`src/rtl/recurrence_unwind_if.sv`:
```
// Start/ready/done handshake and data bus between a recurrence_unwind
// requester (master) and the unwinder itself (slave).
interface recurrence_unwind_if #(
    parameter int WIDTH  = 32,
    parameter int ITER_W = 4
);
    logic              start;
    logic [ITER_W-1:0] iters;
    logic [WIDTH-1:0]  b_in;
    logic [WIDTH-1:0]  c_in;
    logic              ready;
    logic              done;
    logic [WIDTH-1:0]  b_out;
    logic [WIDTH-1:0]  c_out;

    modport master (
        output start, iters, b_in, c_in,
        input  ready, done, b_out, c_out
    );

    modport slave (
        input  start, iters, b_in, c_in,
        output ready, done, b_out, c_out
    );
endinterface

```
`src/rtl/recurrence_unwind.sv`:
```
// Recovers the initial (b, c) of the forward recurrence from its final values,
// undoing one iteration every two cycles: first c -= 1, then b -= c + 7.
module recurrence_unwind #(
    parameter int WIDTH  = 32,
    parameter int ITER_W = 4
) (
    input  logic                clk,
    input  logic                rst,
    recurrence_unwind_if.slave  bus
);
    typedef enum logic [1:0] {IDLE, UNDO_C, UNDO_B, DONE} state_t;

    localparam logic [WIDTH-1:0] SEVEN = WIDTH'(7);

    state_t             state_q, state_d;
    logic [WIDTH-1:0]   b_q, b_d;
    logic [WIDTH-1:0]   c_q, c_d;
    logic [ITER_W-1:0]  cnt_q, cnt_d;

    always_ff @(posedge clk or posedge rst) begin
        if (rst) begin
            state_q <= IDLE;
            b_q     <= '0;
            c_q     <= '0;
            cnt_q   <= '0;
        end else begin
            state_q <= state_d;
            b_q     <= b_d;
            c_q     <= c_d;
            cnt_q   <= cnt_d;
        end
    end

    always_comb begin
        state_d = state_q;
        b_d     = b_q;
        c_d     = c_q;
        cnt_d   = cnt_q;
        case (state_q)
            IDLE: begin
                if (bus.start) begin
                    b_d     = bus.b_in;
                    c_d     = bus.c_in;
                    cnt_d   = bus.iters;
                    state_d = (bus.iters == '0) ? DONE : UNDO_C;
                end
            end
            UNDO_C: begin
                c_d     = c_q - 1'b1;
                state_d = UNDO_B;
            end
            UNDO_B: begin
                // c_q already holds the decremented c, matching the forward order.
                b_d     = b_q - c_q - SEVEN;
                cnt_d   = cnt_q - 1'b1;
                state_d = (cnt_q == ITER_W'(1)) ? DONE : UNDO_C;
            end
            DONE: begin
                state_d = IDLE;
            end
            default: begin
                state_d = IDLE;
            end
        endcase
    end

    assign bus.ready = (state_q == IDLE);
    assign bus.done  = (state_q == DONE);
    assign bus.b_out = b_q;
    assign bus.c_out = c_q;
endmodule

```
`src/flat_wrapper.sv`:
```
// flat-port wrapper written by rule: the top's interface ports become plain ports
module recurrence_unwind_flat 
#(
    parameter int WIDTH  = 32,
    parameter int ITER_W = 4
)
  (clk, rst, bus_start, bus_iters, bus_b_in, bus_c_in, bus_ready, bus_done, bus_b_out, bus_c_out);
  recurrence_unwind_if #(.WIDTH(WIDTH), .ITER_W(ITER_W)) bus_i ();
  input  logic clk;
  input  logic rst;
  input wire logic [$bits(bus_i.start)-1:0] bus_start;
  input wire logic [$bits(bus_i.iters)-1:0] bus_iters;
  input wire logic [$bits(bus_i.b_in)-1:0] bus_b_in;
  input wire logic [$bits(bus_i.c_in)-1:0] bus_c_in;
  output wire logic [$bits(bus_i.ready)-1:0] bus_ready;
  output wire logic [$bits(bus_i.done)-1:0] bus_done;
  output wire logic [$bits(bus_i.b_out)-1:0] bus_b_out;
  output wire logic [$bits(bus_i.c_out)-1:0] bus_c_out;
  assign bus_i.start = bus_start;
  assign bus_i.iters = bus_iters;
  assign bus_i.b_in = bus_b_in;
  assign bus_i.c_in = bus_c_in;
  assign bus_ready = bus_i.ready;
  assign bus_done = bus_i.done;
  assign bus_b_out = bus_i.b_out;
  assign bus_c_out = bus_i.c_out;
  recurrence_unwind #(.WIDTH(WIDTH), .ITER_W(ITER_W)) u_core (.clk(clk), .rst(rst), .bus(bus_i));
endmodule
```
`config.mk`:
```
export PLATFORM = sky130hd
export DESIGN_NAME = recurrence_unwind_flat
export DESIGN_NICKNAME = d
export VERILOG_FILES = /design/src/rtl/recurrence_unwind_if.sv /design/src/rtl/recurrence_unwind.sv /design/src/flat_wrapper.sv
export SDC_FILE = /design/constraint.sdc
export NUM_CORES = 1
export LEC_CHECK = 0
export ABC_AREA = 1
export BUFFER_PORTS_ARGS = -buffer_cell sky130_fd_sc_hd__buf_2
export CORE_UTILIZATION = 62
export DETAILED_ROUTE_END_ITERATION = 8
export PLACE_DENSITY = 0.88
export SLEW_MARGIN = 20
export SYNTH_ARGS = -nofsm -noshare
export SYNTH_HDL_FRONTEND = slang
export SYNTH_SLANG_ARGS = --single-unit
```
`constraint.sdc`:
```
create_clock -name clk -period 4 [get_ports clk]
set_input_delay 0.2 -clock clk [delete_from_list [all_inputs] [get_ports clk]]
set_output_delay 0.2 -clock clk [all_outputs]
set_load 0.05 [all_outputs]
```
# Word-level counts from Yosys, hierarchy flattened
# Index checks and enable logic that the tools add are counted.
# totals
elab_cells	29
reg_bits	70
out_inout_bits	66
# classes
n_eq_ne	5
reduce_logical	6
add_sub_neg	4
muxes	10
# ops
cell	n
32-bit case mux with 2 select lines	2
32-bit 2-to-1 mux	2
32-bit by 1-bit subtractor with 32-bit output, second input constant	1
32-bit by 3-bit subtractor with 32-bit output, second input constant	1
32-bit subtractor	1
2-bit case mux with 4 select lines	1
4-bit case mux with 2 select lines	1
2-bit 2-to-1 mux	3
2-bit equality test, second input constant	2
4-bit by 1-bit equality test with 1-bit output, second input constant	1
4-bit logical NOT	1
4-bit 2-to-1 mux	1
2-bit AND reduction	2
2-bit nonzero test	2
4-bit by 1-bit subtractor with 4-bit output, second input constant	1
2-bit by 1-bit equality test with 1-bit output, second input constant	1
2-bit logical NOT	1
2-bit inequality test, second input constant	1

# Logic depth before layout (Yosys ltp)
# logic_depth
word_depth	4
depth_mapped	17
depth_no_buf	17

# Least setup slack after synthesis
# Ideal clock, no wire load.
# synth_path
kind	register to register
start	register u_core.b_q[1], in the netlist u_core.bus.b_out[1]
end	register u_core.b_q[17], in the netlist u_core.bus.b_out[17]
t_required_ns	3.877
path_stages_with_launch	17
setup_ns	0.123
setup_slack_ns	1.438
t_arrival_ns	2.439
n_path_buf	0
path_cell_list	dfrtp_1 inv_1 ha_1 inv_1 ha_1 inv_1 fa_1 inv_1 nand3_1 nand3_1 nand2_1 a21oi_1 nor2_1 nand2_1 nand2_1 o21ai_0 nand2_1
# synth_between
elab_chain_len	3
# synth_rtl
item	line_no	source
start: declaration	recurrence_unwind.sv:16	logic [WIDTH-1:0] b_q, b_d;
start signal: assignment	recurrence_unwind.sv:23	b_q <= '0;
start signal: assignment	recurrence_unwind.sv:28	b_q <= b_d;
32-bit subtractor	recurrence_unwind.sv:54	b_d = b_q - c_q - SEVEN;
32-bit by 3-bit subtractor with 32-bit output	recurrence_unwind.sv:54	
32-bit case mux with 2 select lines	recurrence_unwind.sv:39	case (state_q)
# No other way between the ends.
# A chain may end at the register's enable or synchronous reset.

# Final worst setup path
# layout_path
start	register u_core.state_q[0]
end	register u_core.c_q[22], in the netlist u_core.bus.c_out[22]
# layout_between
elab_chain_len	3
word_cells_on_any_way	6
classes_between	eq/ne: 2; mux: 1; reduce/logical: 3
# layout_rtl
item	line_no	source
start: declaration	recurrence_unwind.sv:15	state_t state_q, state_d;
start signal: assignment	recurrence_unwind.sv:27	state_q <= state_d;
2-bit by 1-bit equality test with 1-bit output / 2-bit logical NOT (equally long branches)	recurrence_unwind.sv:39	
2-bit nonzero test (no source line) / 2-bit inequality test (equally long branches)	n/a	
2-bit AND reduction (no source line)	n/a	
end signal: assignment	recurrence_unwind.sv:24	c_q <= '0;
end signal: assignment	recurrence_unwind.sv:29	c_q <= c_d;
end: declaration	recurrence_unwind.sv:17	logic [WIDTH-1:0] c_q, c_d;
# Parallel ways exist; a longest one is shown, timed or not.

==> qor.csv <==
metric;value;unit
status;finished clean;
vias in the first global route;7235;
RSZ-0062 raised after global routing;no;
Crit Path Class;flop to flop;
number of cells on the critical path;7;
synthesized area per cell;6.03;um^2
crit path max-delay cell type;dfrtp_1;
Netlist Area Pre-Place;0.00700;mm^2
crit-path max FO;35;
GP Congestion;0.950;
Cell variety after synth;36;
die width;108;um
Simple-Gate Fraction of Synth Area;0.339;
Pre-antenna DRT Iters;5;
final count of negative-setup-slack endpoints;0;
first-pass GRT wire length;34.6;mm
Final Critical Period;2680;ps
clock sinks;70;
number of H-tree levels;3;
DRT antenna net count;0;
clk root buf;clkbuf_16;
WL final;21.3;mm
Nets;1425;
num rows;38;
worst hold stages;3;
clk slew on worst S/H paths;60;ps
register area share after synthesis;0.250;
DR iter-0 viols;739;
Worst-Skew Late Latency;340;ps
Layout area overhead;15.4;%
grt ovf;0;
Synth Flop Type;dfrtp_1;
commonest non-fill, non-tap cell in the layout;nand2_1;
TritonCTS clock tree;yes;
n_diodes;0;
core area;0.0109;mm^2
data arrival time of the worst path;2880;ps
Final period util;0.669;
XOR/XNOR Fraction of Synth Area;0.0300;
Initial Utilization;0.641;
setup TNS;0;ps
met1 Usage GRT;0.526;
Hold Path Class;input port to flop;
post-synthesis compound-gate area fraction;0.117;
routed vias;7846;
Max Freq;0.374;GHz
Cells after Synth;1161;
ratio of cells with drive above 1 in the final layout;0.131;
Top Ports;137;
worst-path cell chain;inv_1 -> nor2_2 -> buf_4 -> nor2_2 -> inv_2 -> o211ai_1 -> o21ai_0;
mux cell area share after synthesis;0;
total CTS buffers;9;
syn nets;1297;
async set-reset flop share out of synthesis;1.00;
crit-path max cell delay;620;ps
max-slew violations;0;
WP data required;4200;ps
global-route layer with the greatest usage;met2;
initial antenna violation count;0;
Via density;5.47;
die height;108;um
CP Launch Type;flop;
#FFs+latches synth;70;
Total GRT Usage;0.384;
EDFF count, synth;0;
CP bufs+invs;3;
Tightest Pin Transition;731;ps
clock skew;7.49;ps
crit path capture type;flop;
# port buffers;136;
maximum root-to-sink buffer count;2;
Hold Vio Cnt, Final;0;
Synth Warn #;0;
Post-Synth Adder-Cell Area;0.117;
PostCTS Resize Cnt;0;
Slew headroom;0.512;
total of max-cap violations;0;
largest family of logic cells by synthesized area;simple AND/OR/NAND/NOR gates;
DR WL/cell;14.8;um
reg2reg path depth;7;
HPWL after DPL;16.2;mm
DR DRC count;0;
largest net degree at the start of global routing;53;
met2 Usage GRT;0.614;
die area;0.0117;mm^2
Most common cell on crit path;nor2_2;
Worst path top cell family by delay;buffers and inverters;
most frequent cells in the layout;341 x nand2_1, 243 x inv_1, 148 x nor2_1;
met3 Resource Use GR;0.0530;
-- path summary, 6_finish.rpt --
path | slack (ps) | to | from
max in group asynchronous | 2510 | u_core.bus.b_out[24]$_DFFE_PP0P_ | rst
max reg2reg | 1320 | u_core.bus.c_out[22]$_DFFE_PP0P_ | u_core.state_q[0]$_DFFE_PP0P_
min in group asynchronous | 460 | u_core.cnt_q[0]$_DFFE_PP0P_ | rst
min | 80 | u_core.bus.c_out[6]$_DFFE_PP0P_ | bus_c_in[6]
min reg2reg | 510 | u_core.bus.b_out[27]$_DFFE_PP0P_ | u_core.bus.b_out[27]$_DFFE_PP0P_
max | 1320 | u_core.bus.c_out[22]$_DFFE_PP0P_ | u_core.state_q[0]$_DFFE_PP0P_
-- what timing repair did --
| item | CTS | global route |
|---|---|---|
| hold buffers | 1 | 0 |
| hold endpoints to repair | 24 | 0 |
| setup buffers | 0 | 0 |
-- per-stage QoR --
| stage | utilization | setup WS (ps) | hold WS [ps] | cells | instance area, um^2 |
|---|---|---|---|---|---|
| 3_3_place_gp | 0.712 | 1490 | 271 | 1417 | 7790 |
| 4_1_cts | 0.739 | 1430 | 67.4 | 1434 | 8080 |
| 6_report | 0.739 | 1320 | 78.1 | 1434 | 8080 |
| 3_5_place_dp | 0.712 | 1450 | 277 | 1417 | 7790 |
| 2_1_floorplan | - | 1440 | 327 | 1161 | 7000 |
| 5_1_grt | 0.739 | 1100 | 93.0 | 1434 | 8080 |
-- cells in the mapped netlist, types with 3 or more instances --
| cell type | count | area [um^2] |
|---|---|---|
| xor2_1 | 22 | 193 |
| nand3_1 | 57 | 285 |
| o211ai_1 | 8 | 60.1 |
| buf_2 | 12 | 60.1 |
| dfrtp_1 | 70 | 1750 |
| a22oi_1 | 3 | 22.5 |
| nor3_1 | 14 | 70.1 |
| clkbuf_1 | 9 | 33.8 |
| inv_1 | 244 | 916 |
| nand2_1 | 341 | 1280 |
| o21ai_0 | 47 | 235 |
| nand4_1 | 9 | 56.3 |
| buf_1 | 4 | 15.0 |
| o22ai_1 | 21 | 131 |
| nor2_2 | 4 | 25.0 |
| a21oi_1 | 60 | 300 |
| ha_1 | 64 | 801 |
| nor2_1 | 148 | 556 |
-- cell families (layout without fill, tap and decap cells) --
family | after synthesis | count (layout)
AND/OR/NAND/NOR | 583 | 583
buffers and inverters | 271 | 404
AO/OA/AOI/OAI | 148 | 148
flip-flops | 70 | 70
adder cells (fa/ha/maj) | 65 | 65
XOR/XNOR | 24 | 24
-- registers in the layout (all words and copies together), names as in the netlist --
signal            flops
u_core.bus.b_out     32
u_core.bus.c_out     32
u_core.cnt_q          4
u_core.state_q        2
-- worst reg2reg max path, cell delays in order, from the launching register on --
cell and delay (ps):
dfrtp_1 620, inv_1 200, nor2_2 40, buf_4 250, nor2_2 630, inv_2 440, o211ai_1 250, o21ai_0 120
-- per-layer routing --
metal,vias up,part of all wire
li1,3855,-
met1,3520,0.43
met2,418,0.45
met3,53,0.090
met4,0,0.027
met5,-,0
-- final cells by class --
| type | instances | area, um^2 |
|---|---|---|
| timing repair buffer | 142 | 728 |
| multi-input combinational | 820 | 4220 |
| clock buffer | 10 | 239 |
| clock inverter | 6 | 45.0 |
| inverter | 246 | 923 |
| fill | 969 | 2850 |
| tap | 140 | 175 |
| sequential | 70 | 1750 |
Power is not shown: default switching activity piles up to over one toggle a cycle in this logic, so the estimate is an artifact.
